File: src/rtl/ahb_dma_pkg.sv
`default_nettype none
// +----------------------------------------------------------------------+
// | Package  : ahb_dma_pkg                                               |
// | Purpose  : Shared constants and types for the DMA AHB register slave |
// | Revision : 1.0  initial multi-channel release                        |
// +----------------------------------------------------------------------+
package ahb_dma_pkg;

  // Per-channel register index (haddr[3:2])
  localparam logic [1:0] c_reg_ctrl = 2'd0;
  localparam logic [1:0] c_reg_src  = 2'd1;
  localparam logic [1:0] c_reg_dst  = 2'd2;
  localparam logic [1:0] c_reg_cnt  = 2'd3;

  // Global interrupt registers
  localparam logic [7:0] c_addr_int_status = 8'h80;
  localparam logic [7:0] c_addr_int_enable = 8'h84;

  // AHB transfer types
  localparam logic [1:0] c_htrans_idle   = 2'b00;
  localparam logic [1:0] c_htrans_busy   = 2'b01;
  localparam logic [1:0] c_htrans_nonseq = 2'b10;
  localparam logic [1:0] c_htrans_seq    = 2'b11;

  // AHB responses
  localparam logic [1:0] c_hresp_okay  = 2'b00;
  localparam logic [1:0] c_hresp_error = 2'b01;

  // Only 32-bit accesses are supported
  localparam logic [2:0] c_hsize_word = 3'b010;

  // Two-cycle ERROR response sequencer
  typedef enum logic [1:0] {
    ST_OKAY = 2'd0,
    ST_ERR1 = 2'd1,
    ST_ERR2 = 2'd2
  } err_state_t;

endpackage
`default_nettype wire

File: src/rtl/ahb_dma_ch_regs.sv
`default_nettype none
// +----------------------------------------------------------------------+
// | Module   : ahb_dma_ch_regs                                           |
// | Purpose  : One DMA channel: CTRL/SRC/DST/CNT registers, address and  |
// |            count update arithmetic, start pulse generation           |
// | Revision : 1.0  initial multi-channel release                        |
// +----------------------------------------------------------------------+
module ahb_dma_ch_regs
  import ahb_dma_pkg::*;
#(
  parameter int CNT_W = 16,
  parameter int BS_W  = 5
) (
  input  logic             hclk,
  input  logic             hreset,
  input  logic             wr_en,
  input  logic [1:0]       wr_reg,
  input  logic [31:0]      wdata,
  input  logic [1:0]       rd_reg,
  input  logic             rd_update,
  input  logic             wr_update,
  output logic             start,
  output logic             dma_en,
  output logic [31:0]      src_addr,
  output logic [31:0]      dst_addr,
  output logic [CNT_W-1:0] block_count,
  output logic [BS_W-1:0]  block_size,
  output logic [31:0]      rdata_nxt
);

  logic             r_start;
  logic             r_en;
  logic [31:0]      r_src;
  logic [31:0]      r_dst;
  logic [CNT_W-1:0] r_cnt;
  logic [BS_W-1:0]  r_bs;

  logic             w_start_nxt;
  logic             w_en_nxt;
  logic [31:0]      w_src_nxt;
  logic [31:0]      w_dst_nxt;
  logic [CNT_W-1:0] w_cnt_nxt;
  logic [BS_W-1:0]  w_bs_nxt;
  logic [31:0]      w_step;
  logic             w_unused_wdata;

  // Byte stride of one block (block_size words)
  assign w_step = {{(30-BS_W){1'b0}}, r_bs, 2'b00};

  // Bits above the packed fields are intentionally ignored on writes
  assign w_unused_wdata = &{1'b0, wdata};

  // Next-state: an AHB write to a register overrides any engine update to it
  always_comb begin
    w_start_nxt = wr_en && (wr_reg == c_reg_ctrl) && wdata[0];
    w_en_nxt    = r_en;
    w_src_nxt   = r_src;
    w_dst_nxt   = r_dst;
    w_cnt_nxt   = r_cnt;
    w_bs_nxt    = r_bs;
    if (wr_en && (wr_reg == c_reg_ctrl)) w_en_nxt = wdata[1];
    if (wr_en && (wr_reg == c_reg_src))  w_src_nxt = wdata;
    else if (rd_update)                  w_src_nxt = r_src + w_step;
    if (wr_en && (wr_reg == c_reg_dst))  w_dst_nxt = wdata;
    else if (wr_update)                  w_dst_nxt = r_dst + w_step;
    if (wr_en && (wr_reg == c_reg_cnt)) begin
      w_cnt_nxt = wdata[CNT_W-1:0];
      w_bs_nxt  = wdata[16 +: BS_W];
    end else if (rd_update && (r_cnt != '0)) begin
      w_cnt_nxt = r_cnt - CNT_W'(1);
    end
  end

  // Read view of the post-edge contents, so a read right after a write sees it
  always_comb begin
    rdata_nxt = '0;
    case (rd_reg)
      c_reg_ctrl: rdata_nxt[1] = w_en_nxt;
      c_reg_src:  rdata_nxt    = w_src_nxt;
      c_reg_dst:  rdata_nxt    = w_dst_nxt;
      default: begin
        rdata_nxt[CNT_W-1:0]  = w_cnt_nxt;
        rdata_nxt[16 +: BS_W] = w_bs_nxt;
      end
    endcase
  end

  // Channel state registers
  always_ff @(posedge hclk or posedge hreset) begin
    if (hreset) begin
      r_start <= 1'b0;
      r_en    <= 1'b0;
      r_src   <= '0;
      r_dst   <= '0;
      r_cnt   <= '0;
      r_bs    <= '0;
    end else begin
      r_start <= w_start_nxt;
      r_en    <= w_en_nxt;
      r_src   <= w_src_nxt;
      r_dst   <= w_dst_nxt;
      r_cnt   <= w_cnt_nxt;
      r_bs    <= w_bs_nxt;
    end
  end

  assign start       = r_start;
  assign dma_en      = r_en;
  assign src_addr    = r_src;
  assign dst_addr    = r_dst;
  assign block_count = r_cnt;
  assign block_size  = r_bs;

endmodule
`default_nettype wire

File: src/rtl/ahb_dma_regs.sv
`default_nettype none
// +----------------------------------------------------------------------+
// | Module   : ahb_dma_regs                                              |
// | Purpose  : Multi-channel DMA AHB-Lite register slave: decode, ERROR  |
// |            response sequencing, read mux and interrupt logic         |
// | Revision : 1.0  initial multi-channel release                        |
// +----------------------------------------------------------------------+
module ahb_dma_regs
  import ahb_dma_pkg::*;
#(
  parameter int NUM_CH = 4,
  parameter int CNT_W  = 16,
  parameter int BS_W   = 5
) (
  input  logic                    hclk,
  input  logic                    hreset,
  input  logic                    hsel,
  input  logic                    hwrite,
  input  logic                    hready_in,
  input  logic [7:0]              haddr,
  input  logic [1:0]              htrans,
  input  logic [2:0]              hsize,
  input  logic [31:0]             hwdata,
  output logic [31:0]             hrdata,
  output logic                    hready_out,
  output logic [1:0]              hresp,
  output logic [NUM_CH-1:0]       start,
  output logic [NUM_CH-1:0]       dma_en,
  output logic [NUM_CH*32-1:0]    src_addr,
  output logic [NUM_CH*32-1:0]    dst_addr,
  output logic [NUM_CH*CNT_W-1:0] block_count,
  output logic [NUM_CH*BS_W-1:0]  block_size,
  input  logic [NUM_CH-1:0]       rd_update,
  input  logic [NUM_CH-1:0]       wr_update,
  input  logic [NUM_CH-1:0]       done_set,
  output logic                    irq
);

  logic              w_accept;
  logic              w_ch_ok;
  logic              w_legal;
  logic              r_dp_wr;
  logic [7:0]        r_dp_addr;
  err_state_t        r_err_state;
  err_state_t        w_err_nxt;
  logic [NUM_CH-1:0] w_ch_wr;
  logic [31:0]       w_ch_rdata [NUM_CH];
  logic              w_int_st_wr;
  logic              w_int_en_wr;
  logic [NUM_CH-1:0] r_int_status;
  logic [NUM_CH-1:0] r_int_enable;
  logic [NUM_CH-1:0] w_int_status_nxt;
  logic [NUM_CH-1:0] w_int_enable_nxt;
  logic [31:0]       w_rd_word;
  logic [31:0]       r_hrdata;
  logic              r_irq;

  // Address-phase acceptance and legality decode
  assign w_accept = hsel && hready_in &&
                    ((htrans == c_htrans_nonseq) || (htrans == c_htrans_seq));
  assign w_ch_ok  = ({1'b0, haddr[6:4]} < 4'(NUM_CH));
  assign w_legal  = (hsize == c_hsize_word) && (haddr[1:0] == 2'b00) &&
                    (haddr[7] ? (haddr[6:3] == 4'b0000) : w_ch_ok);

  // Data-phase write context; illegal transfers never reach a data phase
  always_ff @(posedge hclk or posedge hreset) begin
    if (hreset) begin
      r_dp_wr   <= 1'b0;
      r_dp_addr <= '0;
    end else begin
      r_dp_wr   <= w_accept && w_legal && hwrite;
      r_dp_addr <= haddr;
    end
  end

  assign w_int_st_wr = r_dp_wr && (r_dp_addr == c_addr_int_status);
  assign w_int_en_wr = r_dp_wr && (r_dp_addr == c_addr_int_enable);

  for (genvar c = 0; c < NUM_CH; c++) begin : g_ch
    assign w_ch_wr[c] = r_dp_wr && !r_dp_addr[7] && (r_dp_addr[6:4] == 3'(c));

    ahb_dma_ch_regs #(
      .CNT_W (CNT_W),
      .BS_W  (BS_W)
    ) u_ch (
      .hclk        (hclk),
      .hreset      (hreset),
      .wr_en       (w_ch_wr[c]),
      .wr_reg      (r_dp_addr[3:2]),
      .wdata       (hwdata),
      .rd_reg      (haddr[3:2]),
      .rd_update   (rd_update[c]),
      .wr_update   (wr_update[c]),
      .start       (start[c]),
      .dma_en      (dma_en[c]),
      .src_addr    (src_addr[32*c +: 32]),
      .dst_addr    (dst_addr[32*c +: 32]),
      .block_count (block_count[CNT_W*c +: CNT_W]),
      .block_size  (block_size[BS_W*c +: BS_W]),
      .rdata_nxt   (w_ch_rdata[c])
    );
  end

  // Interrupt next-state: a done_set in the same cycle beats the W1C clear
  always_comb begin
    w_int_status_nxt = (r_int_status & ~(w_int_st_wr ? hwdata[NUM_CH-1:0] : '0)) | done_set;
    w_int_enable_nxt = w_int_en_wr ? hwdata[NUM_CH-1:0] : r_int_enable;
  end

  // Interrupt registers and registered irq
  always_ff @(posedge hclk or posedge hreset) begin
    if (hreset) begin
      r_int_status <= '0;
      r_int_enable <= '0;
      r_irq        <= 1'b0;
    end else begin
      r_int_status <= w_int_status_nxt;
      r_int_enable <= w_int_enable_nxt;
      r_irq        <= |(r_int_status & r_int_enable);
    end
  end

  // Read mux over the post-edge register view, selected by the address phase
  always_comb begin
    w_rd_word = '0;
    if (haddr[7]) begin
      if (haddr[2]) w_rd_word[NUM_CH-1:0] = w_int_enable_nxt;
      else          w_rd_word[NUM_CH-1:0] = w_int_status_nxt;
    end else begin
      for (int c = 0; c < NUM_CH; c++) begin
        if (haddr[6:4] == 3'(c)) w_rd_word = w_ch_rdata[c];
      end
    end
  end

  // Registered read data: non-zero only in a legal read data phase
  always_ff @(posedge hclk or posedge hreset) begin
    if (hreset) r_hrdata <= '0;
    else        r_hrdata <= (w_accept && w_legal && !hwrite) ? w_rd_word : '0;
  end

  // Error sequencer state register
  always_ff @(posedge hclk or posedge hreset) begin
    if (hreset) r_err_state <= ST_OKAY;
    else        r_err_state <= w_err_nxt;
  end

  // Error sequencer next state and response outputs
  always_comb begin
    w_err_nxt  = r_err_state;
    hready_out = 1'b1;
    hresp      = c_hresp_okay;
    case (r_err_state)
      ST_OKAY: begin
        if (w_accept && !w_legal) w_err_nxt = ST_ERR1;
      end
      ST_ERR1: begin
        hready_out = 1'b0;
        hresp      = c_hresp_error;
        w_err_nxt  = ST_ERR2;
      end
      ST_ERR2: begin
        hresp     = c_hresp_error;
        w_err_nxt = (w_accept && !w_legal) ? ST_ERR1 : ST_OKAY;
      end
      default: w_err_nxt = ST_OKAY;
    endcase
  end

  assign hrdata = r_hrdata;
  assign irq    = r_irq;

endmodule
`default_nettype wire

File: config.mk
export PLATFORM = sky130hd
export DESIGN_NAME = ahb_dma_regs
export DESIGN_NICKNAME = d
export VERILOG_FILES = /design/src/rtl/ahb_dma_pkg.sv /design/src/rtl/ahb_dma_ch_regs.sv /design/src/rtl/ahb_dma_regs.sv
export SDC_FILE = /design/constraint.sdc
export NUM_CORES = 1
export LEC_CHECK = 0
export CORE_MARGIN = 8
export CORE_UTILIZATION = 51
export DETAILED_ROUTE_END_ITERATION = 7
export HOLD_SLACK_MARGIN = 0.03
export PLACE_DENSITY_LB_ADDON = 0.25
export SYNTH_ARGS = -nofsm -noshare
export SYNTH_HDL_FRONTEND = slang
export SYNTH_SLANG_ARGS = --single-unit
File: constraint.sdc
create_clock -name hclk -period 16.86 [get_ports hclk]
set_input_delay 1.686 -clock hclk [delete_from_list [all_inputs] [get_ports hclk]]
set_output_delay 1.686 -clock hclk [all_outputs]
set_load 0.05 [all_outputs]
==> summary.txt <==
Outcome
  • Outcome: finished, violations left
  • Failing checks: DRC

Pwr
  • Cell Int Power: 0.00250 W
  • Clock power share: 20.7%
  • Combinational Power Share: 48.5%
  • Switching share of power: around half
  • Switching power: about 0.0023 W
  • Peak supply drop: 0.134 mV
  • Leak: roughly 13 nW
  • Sequential power share: a little under a third
  • Overall power: 0.00482 W
  • Total power density per cell area: ~150 nW/um^2

Die
  • Standard-cell rows: 81
  • Die height: roughly 240 um
  • Initial Util: 51.6%
  • Num ports: ~450
  • CORE AREA: about 49000 um^2
  • Die width: about 240 um
  • Die area: around 57000 um^2

STA
  • Final Critical Period: a little under 6000 ps
  • Final setup viols: 0
  • Slew headroom: approximately 17%
  • Worst Clk Skew: between 20 and 25 ps
  • Final setup TNS: 0 ps
  • Hold_ws: roughly 520 ps
  • Slew @ Worst Pin: approximately 1200 ps
  • Slew Viols, Final: 0
  • Final period util: between 30% and 40%
  • Max Freq: 0.172 GHz
  • RSZ-0062 raised after global routing: no
  • Final Hold Viols: 0
  • Final setup margin: about 11000 ps

Finish
  • Share of layout cells above drive strength 1: between 6 and 7%
  • Area delta synth->final: 25.9%
  • Non-Filler Instances: about 4000
  • Layout net count: 3466

CTS
  • Clk sink count: 400
  • Worst-path clk slew: 60 ps
  • Worst-Skew Late Latency: 600 ps
  • Post-CTS Setup Bufs: 0
  • Cts repair resizes: 0
  • H-tree depth: 2
  • Deepest clock path buffer count: 3
  • Num CTS Buffers: 46
  • CTS tree: built
  • Cts hold-fix bufs: 0
  • Clk root buf: clkbuf_16

Global routing
  • GRT overflow: 0
  • GRT Total Usage: 39.9%
  • Initial antenna violation count: 2
  • First-pass GRT wire length: 171 mm
  • Largest net degree at the start of global routing: around 170
  • Vias in the first global route: roughly 26000

Critical path
  • Worst EP required: around 17000 ps
  • Type of origin of the critical path: input port
  • Worst Setup Path Type: in2reg
  • Max FO, Critical Path: between 50 and 60
  • R2R depth: 7
  • CP Capture Type: flip-flop
  • CP arrival: approximately 6300 ps

Logic synthesis
  • Asr flop ratio synth: 100%
  • Synth Cell Area: between 20000 and 30000 um^2
  • Share of the synthesized area in the top cell type: about 40%
  • Post-synthesis area per instance: about 8.5 um^2
  • Cells after Synth: 2983
  • Synth area leader: dfrtp_1
  • Flops & latches, synth: 400
  • Synth top area cells: dfrtp_1, nand2_1, nor2_1
  • Synth warnings: 0
  • Post-synthesis sequential area ratio: about two fifths
  • Post-Syn Nets: approximately 3100
  • Top_reg_cell synth: dfrtp_1
  • EDFF count, synth: 0
  • Synth unique cells: 85

Detailed routing
  • Routed Antenna Nets: 0
  • Via count: 26600
  • TritonRoute pass-1 iters: 8
  • Drt via density: around 6.6
  • Final wirelength: roughly 120 mm
  • Avg WL per Cell: 29.0 um
  • Initial DRC Count: between 3000 and 4000
  • DRC viols: 1

Flow run
  • Max cap viols: 0

Min path
  • Hold WC Path Type: reg2reg
  • Worst hold path depth: 1

Placement
  • Hpwl dp: 86.5 mm
  • RePlAce Congestion: between 1 and 1.5
  • Place WS: between 10000 and 15000 ps
  • Port Buf Inserts: ~440
  • Post-Place Cells: ~4000
metal layers:
| layer | up-vias | routed length [um] | GRT usage, % | part of all wire [%] |
|---|---|---|---|---|
| met2 | 2013 | 51700 | 61.3 | 44 |
| met5 | - | 0 | 0 | 0 |
| met4 | 0 | 6370 | 18.7 | 5.4 |
| li1 | 11400 | - | - | - |
| met3 | 386 | 15900 | 13.8 | 14 |
| met1 | 12800 | 43500 | 50.1 | 37 |
critical path, cell delays in order:
cell	delay, ps
clkdlybuf4s50_1	630
inv_1	230
ha_2	630
buf_4	790
a22oi_1	250
nor2_1	510
a221oi_1	180
o22ai_1	760
a2bb2oi_1	360
a31oi_1	240
power groups by stage:
| stage | sequential (W) | combinational (W) | clock [W] |
|---|---|---|---|
| finish | 0.00148 | 0.00234 | 0.00100 |
| global route | 0.00150 | 0.00245 | 0.00104 |
| CTS | 0.00146 | 0.00230 | 0.000999 |
| detailed placement | 0.00148 | 0.00228 | 0 |
| global placement | 0.00147 | 0.00225 | 0 |
| floorplan | 0.00205 | 0.000833 | 0 |
synthesized netlist by cell type (32+ instances only):
| cell | count |
|---|---|
| xnor2_1 | 125 |
| o21ai_0 | 218 |
| dfrtp_1 | 400 |
| nand2_1 | 407 |
| nand4_1 | 76 |
| clkbuf_1 | 155 |
| nor3_1 | 53 |
| a211oi_1 | 36 |
| a21oi_1 | 174 |
| nor2_1 | 321 |
| inv_1 | 58 |
| nor4_1 | 37 |
| xor2_1 | 131 |
| nand3_1 | 110 |
| ha_1 | 53 |
| and3_1 | 39 |
| a221oi_1 | 32 |
path summary, 6_finish.rpt:
kind                                      start                      endpoint  slack, ps
worst max-delay path                   haddr[2]                    hrdata[11]      11050
worst min-delay path            r_int_status[1]               r_int_status[1]        520
worst max register to register     r_dp_addr[7]                     hrdata[5]      12900
worst min register to register  r_int_status[1]               r_int_status[1]        520
max in group asynchronous                hreset    g_ch[0].u_ch.block_size[4]      12990
min in group asynchronous                hreset  g_ch[3].u_ch.block_count[10]       1560
kinds of logic (layout without fill, tap and decap cells):
| group | Yosys count | after routing | synth area share [%] |
|---|---|---|---|
| adder cells (fa/ha/maj) | 61 | 61 | 3.26 |
| flip-flops | 400 | 400 | 39.7 |
| other | 1 | 7 | 0.0149 |
| AO/OA/AOI/OAI | 746 | 746 | 19.2 |
| XOR/XNOR | 256 | 256 | 8.89 |
| buffers and inverters | 254 | 647 | 3.99 |
| multiplexers | 59 | 59 | 2.50 |
| AND/OR/NAND/NOR | 1206 | 1206 | 22.5 |
area by class of cell:
cell class | count | area, um^2
Fill cell | 4092 | 17100
Multi-Input combinational cell | 2329 | 14300
Sequential cell | 400 | 10000
Timing Repair Buffer | 507 | 4930
Clock buffer | 74 | 1430
Tap cell | 664 | 831
Inverter | 59 | 229
Clock inverter | 7 | 41.3
Antenna cell | 6 | 15.0
flip-flops by register name, indices dropped and copies added (netlist names), 2 cells and up:
signal,count
r_int_enable,4
g_ch.u_ch.start,4
r_dp_addr,8
g_ch.u_ch.src_addr,128
g_ch.u_ch.dst_addr,128
g_ch.u_ch.block_size,20
g_ch.u_ch.block_count,64
hrdata,32
r_int_status,4
r_err_state,2
g_ch.u_ch.dma_en,4
metrics by stage:
stage | utilization (%) | instance area [um^2]
floorplan | - | 25200
global placement | 62.0 | 30300
detailed placement | 62.0 | 30300
CTS | 65.0 | 31700
global route | 65.0 | 31700
finish | 65.0 | 31800
cell usage in the layout, fill, tap and decap left out, types with 36 or more instances in the layout:
| cell | count |
|---|---|
| inv_1 | 57 |
| nor2_1 | 313 |
| nand3_1 | 110 |
| nor4_1 | 37 |
| ha_1 | 50 |
| xnor2_1 | 125 |
| o21ai_0 | 218 |
| buf_4 | 63 |
| a211oi_1 | 36 |
| and3_1 | 39 |
| a21oi_1 | 174 |
| clkdlybuf4s50_1 | 443 |
| nand4_1 | 76 |
| dfrtp_1 | 400 |
| clkbuf_16 | 47 |
| nand2_1 | 406 |
| nor3_1 | 48 |
| xor2_1 | 131 |
Note: power is estimated with default switching activity, not from simulation.
